**src/rtl/spi_xfer_arbiter.sv**
```systemverilog
// spi_xfer_arbiter: round-robin sharing of one SPI master between NREQ
// requesters. Latches the winner's transfer config, sequences spi_en
// (RUN, then a GAP_CYCLES low gap) and returns read data with a
// one-hot completion pulse.
// Ports: clk, rst (sync, active-high); req_* per-requester handshake and
// packed config; rsp_valid/rsp_rd_data/rsp_err completion; busy, grant_id
// status; spi_* config/enable to the master; spi_done/spi_rd_data back.
// Optional: define SPI_ARB_TIMEOUT_EN to add a RUN-state watchdog that
// ends a transfer with rsp_err after TIMEOUT cycles without spi_done.
module spi_xfer_arbiter #(
   parameter int NREQ       = 4,
   parameter int DW         = 32,
   parameter int GAP_CYCLES = 2,
   parameter int TIMEOUT    = 4096
) (
   input  logic                  clk,
   input  logic                  rst,
   input  logic [NREQ-1:0]       req_valid,
   output logic [NREQ-1:0]       req_ready,
   input  logic [NREQ-1:0]       req_cpol,
   input  logic [NREQ-1:0]       req_cpha,
   input  logic [2*NREQ-1:0]     req_mode,
   input  logic [6*NREQ-1:0]     req_wr_width,
   input  logic [6*NREQ-1:0]     req_rd_width,
   input  logic [DW*NREQ-1:0]    req_wr_data,
   output logic [NREQ-1:0]       rsp_valid,
   output logic [DW-1:0]         rsp_rd_data,
   output logic                  rsp_err,
   output logic                  busy,
   output logic [$clog2(NREQ)-1:0] grant_id,
   output logic                  spi_en,
   output logic                  spi_cpol,
   output logic                  spi_cpha,
   output logic [1:0]            spi_w_r_mode,
   output logic [5:0]            spi_wr_width,
   output logic [5:0]            spi_rd_width,
   output logic [DW-1:0]         spi_wr_data,
   input  logic                  spi_done,
   input  logic [DW-1:0]         spi_rd_data
);

   localparam int IW = $clog2(NREQ);
   localparam int GW = $clog2(GAP_CYCLES + 1);

   if (NREQ < 2 || NREQ > 8 || GAP_CYCLES < 1 || TIMEOUT < 1) begin : g_bad_param
      $error("spi_xfer_arbiter: illegal parameter value");
   end

   typedef enum logic [1:0] {IDLE, RUN, GAP} state_t;

   state_t          state, state_nx;
   logic [IW-1:0]   last;
   logic [IW-1:0]   win;
   logic [IW-1:0]   idx;
   logic            found;
   logic            accept;
   logic            cfg_err;
   logic            done_hit;
   logic            to_hit;
   logic [GW-1:0]   gap_cnt;
   logic [1:0]      w_mode;
   logic [5:0]      w_wr;
   logic [5:0]      w_rd;
   logic [NREQ-1:0] win_oh;
   logic [NREQ-1:0] grant_oh;
   int              widx;

`ifdef SPI_ARB_TIMEOUT_EN
   localparam int TW = $clog2(TIMEOUT + 1);
   logic [TW-1:0] to_cnt;
`endif

   function automatic logic w_ok(input logic [5:0] w);
      return (w != 6'd0) && (w <= 6'd32);
   endfunction

   // Search starts one past the last grant, so the last winner has lowest
   // priority next time round.
   always_comb begin
      found = 1'b0;
      win   = '0;
      idx   = '0;
      for (int i = 1; i <= NREQ; i++) begin
         idx = IW'((int'(last) + i) % NREQ);
         if (!found && req_valid[idx]) begin
            found = 1'b1;
            win   = idx;
         end
      end
   end

   assign widx     = int'(win);
   assign w_mode   = req_mode[widx*2 +: 2];
   assign w_wr     = req_wr_width[widx*6 +: 6];
   assign w_rd     = req_rd_width[widx*6 +: 6];
   assign win_oh   = NREQ'(1) << win;
   assign grant_oh = NREQ'(1) << grant_id;

   // Only the width(s) the mode actually uses are checked.
   always_comb begin
      cfg_err = 1'b1;
      unique case (w_mode)
         2'b00:   cfg_err = !w_ok(w_rd);
         2'b01:   cfg_err = !w_ok(w_wr);
         2'b10:   cfg_err = !(w_ok(w_wr) && w_ok(w_rd));
         default: cfg_err = 1'b1;
      endcase
   end

   always_ff @(posedge clk) begin
      if (rst) state <= IDLE;
      else     state <= state_nx;
   end

   always_comb begin
      state_nx = state;
      accept   = 1'b0;
      done_hit = 1'b0;
      to_hit   = 1'b0;
      case (state)
         IDLE: begin
            if (found) begin
               accept   = 1'b1;
               state_nx = cfg_err ? GAP : RUN;
            end
         end
         RUN: begin
            if (spi_done) begin
               done_hit = 1'b1;
               state_nx = GAP;
            end
`ifdef SPI_ARB_TIMEOUT_EN
            else if (to_cnt == TW'(TIMEOUT - 1)) begin
               to_hit   = 1'b1;
               state_nx = GAP;
            end
`endif
         end
         GAP: begin
            if (gap_cnt == GW'(GAP_CYCLES - 1)) state_nx = IDLE;
         end
         default: state_nx = IDLE;
      endcase
   end

   assign req_ready = (accept && !rst) ? win_oh : '0;
   assign busy      = (state != IDLE);

   always_ff @(posedge clk) begin
      if (rst) begin
         last         <= IW'(NREQ - 1);
         grant_id     <= '0;
         spi_en       <= 1'b0;
         spi_cpol     <= 1'b0;
         spi_cpha     <= 1'b0;
         spi_w_r_mode <= '0;
         spi_wr_width <= '0;
         spi_rd_width <= '0;
         spi_wr_data  <= '0;
         rsp_valid    <= '0;
         rsp_rd_data  <= '0;
         rsp_err      <= 1'b0;
         gap_cnt      <= '0;
      end else begin
         rsp_valid <= '0;
         if (accept) begin
            last         <= win;
            grant_id     <= win;
            spi_cpol     <= req_cpol[win];
            spi_cpha     <= req_cpha[win];
            spi_w_r_mode <= w_mode;
            spi_wr_width <= w_wr;
            spi_rd_width <= w_rd;
            spi_wr_data  <= req_wr_data[widx*DW +: DW];
            if (cfg_err) begin
               rsp_valid   <= win_oh;
               rsp_err     <= 1'b1;
               rsp_rd_data <= '0;
            end else begin
               spi_en <= 1'b1;
            end
         end
         if (done_hit) begin
            spi_en      <= 1'b0;
            rsp_valid   <= grant_oh;
            rsp_err     <= 1'b0;
            rsp_rd_data <= spi_rd_data;
         end
         if (to_hit) begin
            spi_en      <= 1'b0;
            rsp_valid   <= grant_oh;
            rsp_err     <= 1'b1;
            rsp_rd_data <= '0;
         end
         if (state == GAP) gap_cnt <= gap_cnt + GW'(1);
         else              gap_cnt <= '0;
      end
   end

`ifdef SPI_ARB_TIMEOUT_EN
   always_ff @(posedge clk) begin
      if (rst || state != RUN) to_cnt <= '0;
      else                     to_cnt <= to_cnt + TW'(1);
   end
`endif

endmodule
```
**config.mk**
```make
export PLATFORM = sky130hd
export DESIGN_NAME = spi_xfer_arbiter
export DESIGN_NICKNAME = d
export VERILOG_FILES = /design/src/rtl/spi_xfer_arbiter.sv
export SDC_FILE = /design/constraint.sdc
export NUM_CORES = 1
export LEC_CHECK = 0
export ABC_AREA = 0
export BUFFER_PORTS_ARGS = -buffer_cell sky130_fd_sc_hd__buf_2
export CAP_MARGIN = 25
export CORE_AREA = 2 2 126 128
export CTS_CLUSTER_DIAMETER = 50
export DETAILED_ROUTE_END_ITERATION = 7
export DIE_AREA = 0 0 128 130
export PLACE_DENSITY_LB_ADDON = 0.05
export SYNTH_ARGS = -nofsm -noshare
export SYNTH_HDL_FRONTEND = slang
export SYNTH_SLANG_ARGS = --single-unit
```
**constraint.sdc**
```tcl
create_clock -name clk -period 2.4 [get_ports clk]
set_input_delay 0.12 -clock clk [delete_from_list [all_inputs] [get_ports clk]]
set_output_delay 0.12 -clock clk [all_outputs]
set_load 0.05 [all_outputs]
```
Word-level counts from Yosys, hierarchy flattened --
Cells that the tools add are included.
Storage, ports and cells: bits in registers 94, input port bits 231, logic and storage cells 107, output and inout port bits 93
Cells by class: multiplexer cells 37, bitwise logic cells 2, shift operators 6, $mul 1, reductions and logical operators 27, order comparisons 7, $add $sub $neg 5, eq/ne operators 8
Operator list (number):
- 128-bit by 8-bit indexed part select with 32-bit output | 1
- 32-bit two-way mux | 3
- 24-bit by 32-bit indexed part select with 6-bit output | 1
- 24-bit by 6-bit indexed part select with 6-bit output | 1
- 2-bit two-way mux | 8
- 4-bit two-way mux | 4
- 2-bit by 3-bit less-than comparator with 1-bit output (second input constant) | 5
- 1-bit two-way mux | 14
- 1-bit binary-select mux with 2-bit select | 6
- 6-bit less-or-equal comparator (second input constant) | 2
- 6-bit nonzero test | 2
- 8-bit by 4-bit indexed part select with 2-bit output | 1
- 1-bit by 2-bit << shifter with 4-bit output (first input constant) | 2
- 1-bit logical AND | 7
- 1-bit logical NOT | 7
- 2-bit by 1-bit adder with 2-bit output (second input constant) | 3
- 2-bit by 1-bit == test with 1-bit output (second input constant) | 3
- 2-bit inequality test (second input constant) | 3
- 2-bit one-hot mux with 3 select lines | 1
- 2-bit AND reduction | 3
- 2-bit nonzero test | 3
- 2-bit adder (second input constant) | 2
- 2-bit == test (second input constant) | 2
- 2-bit logical NOT | 2
- other kinds (5) | 7

Logic depth before layout (Yosys ltp) --
word-level depth 23, mapped depth 13, depth with buffers taken out 9

Worst setup path after synthesis --
Ideal clock, no wire load.
path type reg2reg, from register last[0], to register rsp_valid[1], slack -0.430 ns, data required time 2.324 ns, cell stages (with the launch flop) 10, library setup time 0.076 ns, path buffers 4, data arrival time 2.754 ns, period minus slack after synthesis 2.830 ns, path through dfxtp_1 -> nand2b_1 -> nand3b_1 -> a21oi_2 -> buf_4 -> buf_2 -> clkbuf_1 -> clkbuf_1 -> nor3_1 -> o2bb2ai_1
Between the ends: cells in the longest elaborated chain, start to end 23, elaborated cells between the ends (all ways) 50, those cells by class add/sub (4); mul (1); order compare (2); eq/ne (2); shift (4); mux (22); reduce/logical (15)
Ends and longest elaborated chain:
- from (decl) | line 52 | logic [IW-1:0] last;
- from (signal assigned) | line 151 | last <= IW'(NREQ - 1);
- from (signal assigned) | line 167 | last <= win;
- 2-bit by 1-bit adder with 2-bit output | line 84 | idx = IW'((int'(last) + i) % NREQ);
- 1-bit binary-select mux with 2-bit select | line 85 | if (!found && req_valid[idx]) begin
- 1-bit two-way mux (not written as such) | line 85
- 1-bit two-way mux | line 85
- 1-bit logical NOT | line 85
- 1-bit logical AND | line 85
- 1-bit two-way mux | line 85
- 1-bit logical NOT | line 85
- [7 not listed]
- 6-bit less-or-equal comparator or 6-bit nonzero test (tied branches) | line 74 | return (w != 6'd0) && (w <= 6'd32);
- 1-bit logical AND | line 74
- 1-bit logical AND | line 105 | 2'b10: cfg_err = !(w_ok(w_wr) && w_ok(w_rd));
- 1-bit logical NOT | line 105
- 1-bit one-hot mux with 3 select lines | line 102 | unique case (w_mode)
- 4-bit two-way mux | line 175 | if (cfg_err) begin
- 4-bit two-way mux (*) | line 166 | if (accept) begin
- 4-bit two-way mux (*) | line 183 | if (done_hit) begin
- to (signal assigned) | line 176 | rsp_valid <= win_oh;
- to (signal assigned) | line 185 | rsp_valid <= grant_oh;
- to (signal assigned) | line 191 | rsp_valid <= grant_oh;
- to (decl) | line 26 | output logic [NREQ-1:0] rsp_valid,
Mark *: on every way between the ends. The rest lies on a longest branch, timed or not. The select of a mux whose other input is x is not followed. A chain may end at the register's enable or synchronous reset.

Worst setup path after layout --
from register last[0], to register rsp_rd_data[21]
Between the ends: cells in the longest elaborated chain, start to end 22, elaborated cells between the ends (all ways) 49, those cells by class add/sub (4); mul (1); order compare (2); eq/ne (2); shift (3); mux (19); reduce/logical (18)
Ends and longest elaborated chain:
- 2-bit by 1-bit adder with 2-bit output | line 84
- 1-bit binary-select mux with 2-bit select | line 85
- 1-bit two-way mux (not written as such) | line 85
- 1-bit two-way mux | line 85
- 1-bit logical NOT | line 85
- 1-bit logical AND | line 85
- 1-bit two-way mux | line 85
- 1-bit logical NOT | line 85
- [6 not listed]
- 24-bit by 32-bit indexed part select with 6-bit output or 24-bit by 6-bit indexed part select with 6-bit output (tied branches) | line 94, 95
- 6-bit less-or-equal comparator or 6-bit nonzero test (tied branches) | line 74
- 1-bit logical AND | line 74
- 1-bit logical AND | line 105
- 1-bit logical NOT | line 105
- 1-bit one-hot mux with 3 select lines | line 102
- 2-bit nonzero test (no line)
- 2-bit AND reduction (no line) (*)
- to (signal assigned) | line 187 | rsp_rd_data <= spi_rd_data;
- to (decl) | line 27 | output logic [DW-1:0] rsp_rd_data,
Marked as above.

==> key figures <==
Outcome
  • Status: finished, violations left
  • Failing checks: negative setup slack

Worst hold path
  • Hold Crit Class: primary input to flip-flop
  • Worst Hold End: rsp_rd_data[1]
  • Hold-critical path depth: 3
  • Min-delay src: spi_rd_data[1]

Power and ir drop
  • Leakage: 4.05 nW
  • Overall power: 12.1 mW
  • Maximum VDD drop: 0.000582 V
  • P per Cell Area: 1440 mW/mm²

Layout
  • Fin nets: 1323
  • Post-route cell area: 0.00836 mm²
  • Non-Filler Instances: 1288
  • Area growth from synthesis to layout: 60.2%
  • Final core occ: 54.2%
  • Layout cell share with drive strength beyond 1: 42.2%
  • Diodes inserted: 0

CTS
  • Clk buf depth: 2
  • Num CTS Buffers: 9
  • CTS tree: built
  • Worst-path clk slew: 70 ps
  • Worst skew pair latency: 350 ps
  • H-tree level count: 3
  • CTS sink count: 94
  • CTS Root Cell: clkbuf_16

STA
  • Final Max Slew Viols: 0
  • Setup_tns: -11730 ps
  • Crit share post-route: 113%
  • Max Clock Freq: 369 MHz
  • Final worst setup slack: -308 ps
  • Setup violators final: 41
  • RSZ-0062 raised after global routing: true
  • Final hold violations: 0
  • Setup Skew: 4.43 ps
  • Worst hold slack: 7.08 ps
  • Pin slew with the least headroom to its limit: 568 ps
  • Slew headroom: 61.9%
  • Final min period: 2710 ps

Placement
  • Pre-CTS setup slack: -277 ps
  • Cells after DPL: 1214
  • Placed inst area: 0.00727 mm²
  • RD Place Congestion: 0.801
  • PortBufs: 323
  • HPWL Detailed: 13700 µm

Yosys
  • Ranking of synthesized cells by area: dfxtp_1, nand2_1, a311oi_1, a32oi_1, a21oi_1
  • Dominant synthesized flop cell: dfxtp_1
  • Synth top area share: 36.0%
  • Synth async-reset ratio: 0%
  • Commonest cells post-synth: nand2_1, dfxtp_1, nor2_1, clkbuf_1, a21oi_1
  • Area of the mapped netlist: 0.00522 mm²
  • Post-Syn Area per Cell: 7.22 µm²
  • Mapped Cells: 723
  • Post-Syn Nets: 955
  • Most numerous cell in the Yosys netlist: nand2_1
  • EDFF count, synth: 0
  • Synth Register Bits: 94
  • Synth warn: 0
  • Synth unique cells: 44
  • Leading area contributor after synthesis: dfxtp_1
  • Seq/Total Area, Yosys: 36.0%

Critical path
  • Worst R2R End: rsp_rd_data[21]
  • Setup CP Type: flip-flop to flip-flop
  • Worst setup EP type: flip-flop
  • Worst-case reg-to-reg path depth: 12
  • WP data arrival: 2950 ps
  • Worst Setup Start Kind: flip-flop
  • R2R setup slack: -310 ps
  • Critical path fanouts, max: 9
  • Worst Path Required: 2640 ps
  • Worst R2R Start: last[0]

Global routing
  • Grt total ovfl: 0
  • Vias in the first global route: 5978
  • Global Route Usage Sum: 22.4%
  • Initial antenna violation count: 0
  • Global-route wire length before repair: 29900 µm
  • Largest net degree at the start of global routing: 68

Run
  • Max Cap Violations: 0

Die
  • I/O pin count: 324
  • Starting density of the core: 33.8%
  • Die area: 0.0166 mm²
  • Die width: 128 µm
  • Die height: 130 µm
  • Cell Rows: 46
  • Core Region: 0.0154 mm²

Detailed routing
  • WL final: 19600 µm
  • 1st-iter DRT viols: 362
  • Via/cell ratio: 5.07
  • Post-route ant nets: 0
  • DRC: 0
  • Via count: 6535
  • Drt wl/cell: 15.3 µm
  • Drt first pass iters: 5
## sequential cells by signal, summed over array words and instances, names as in the netlist
register / flops
gap_cnt: 2
grant_id: 2
last: 2
rsp_err: 1
rsp_rd_data: 32
rsp_valid: 4
spi_cpha: 1
spi_cpol: 1
spi_en: 1
spi_rd_width: 6
spi_w_r_mode: 2
spi_wr_data: 32
spi_wr_width: 6
state: 2
## worst max path at each step
stage                 endpoint          from
4_1_cts           rsp_valid[0]       last[0]
3_5_place_dp    rsp_rd_data[4]       last[0]
2_1_floorplan     rsp_valid[1]       last[0]
3_3_place_gp      rsp_valid[0]  req_valid[0]
6_report       rsp_rd_data[21]       last[0]
5_1_grt        rsp_rd_data[31]       last[0]
## placed cells by master (no fill, tap or decap), types with 2 or more instances in the layout
master	synthesis	layout
mux2_2	4	4
mux2i_2	0	3
dlygate4sd3_1	0	30
nand3_1	26	24
o21ai_2	10	12
buf_12	0	7
nand2b_1	4	2
a32oi_1	32	32
nor4_1	9	3
o21ai_0	20	2
buf_16	0	3
and3_1	39	39
a21oi_1	51	50
a311oi_1	38	38
mux2i_1	14	11
buf_2	7	320
buf_4	2	53
nand2_1	203	201
nand2_2	0	2
o21ai_1	7	23
buf_6	3	12
nor2_1	58	57
nand3b_1	2	2
nor4_2	0	4
nand2b_4	0	2
nor3_2	0	5
o2bb2ai_1	3	3
nor4_4	1	3
dfxtp_1	94	92
nor3_1	11	5
clkbuf_16	0	10
nand4_1	4	4
inv_1	3	3
and4_1	3	3
nand3_2	0	2
dfxtp_2	0	2
inv_6	0	3
## cell type report
class                      count  area, µm²
clock inverter                 6       72.6
sequential                    94       1880
tap                          192        240
timing repair buffer         427       2690
fill                        1540       7060
inverter                       3       11.3
clock buffer                  10        239
multi-input combinational    556       3220
## power by group
| part | switching [mW] | internal (mW) |
|---|---|---|
| combinational | 5.15 | 2.99 |
| sequential | 0.309 | 2.10 |
| clock | 0.656 | 0.854 |
| total | 6.11 | 5.94 |
## cells by family after synthesis
kind of cell / synth area share (%)
flip-flops: 36.0
buffers and inverters: 5.99
AND/OR/NAND/NOR: 30.9
AO/OA/AOI/OAI: 23.1
XOR/XNOR: 0.168
adder cells (fa/ha/maj): 0.240
multiplexers: 3.55
## layer usage
| layer | GRT usage, % | vias to the layer above | wire length (µm) |
|---|---|---|---|
| li1 | - | 3325 | - |
| met1 | 28.5 | 2916 | 8510 |
| met2 | 36.8 | 253 | 9170 |
| met3 | 4.63 | 41 | 1280 |
| met4 | 9.95 | 0 | 681 |
| met5 | 0 | - | 0 |
## what timing repair did
| item | CTS | global route |
|---|---|---|
| cloned | 3 | 2 |
| pin swaps | 3 | 6 |
| hold endpoints to repair | 30 | 0 |
| hold buffers | 30 | 0 |
| setup endpoints to repair | 44 | 69 |
| resized for setup | 29 | 35 |
| setup buffers | 18 | 5 |
## critical path, cell delays in order (launching register included)
cell and delay [ps]:
dfxtp_2 330, nand2b_4 140, buf_4 140, o221ai_4 260, buf_6 160, nor4_4 30, or4_1 490, nand4_1 170
mux2i_2 280, o211a_1 240, buf_6 160, buf_16 140, o21ai_2 60
(Power assumes the default switching activity.)
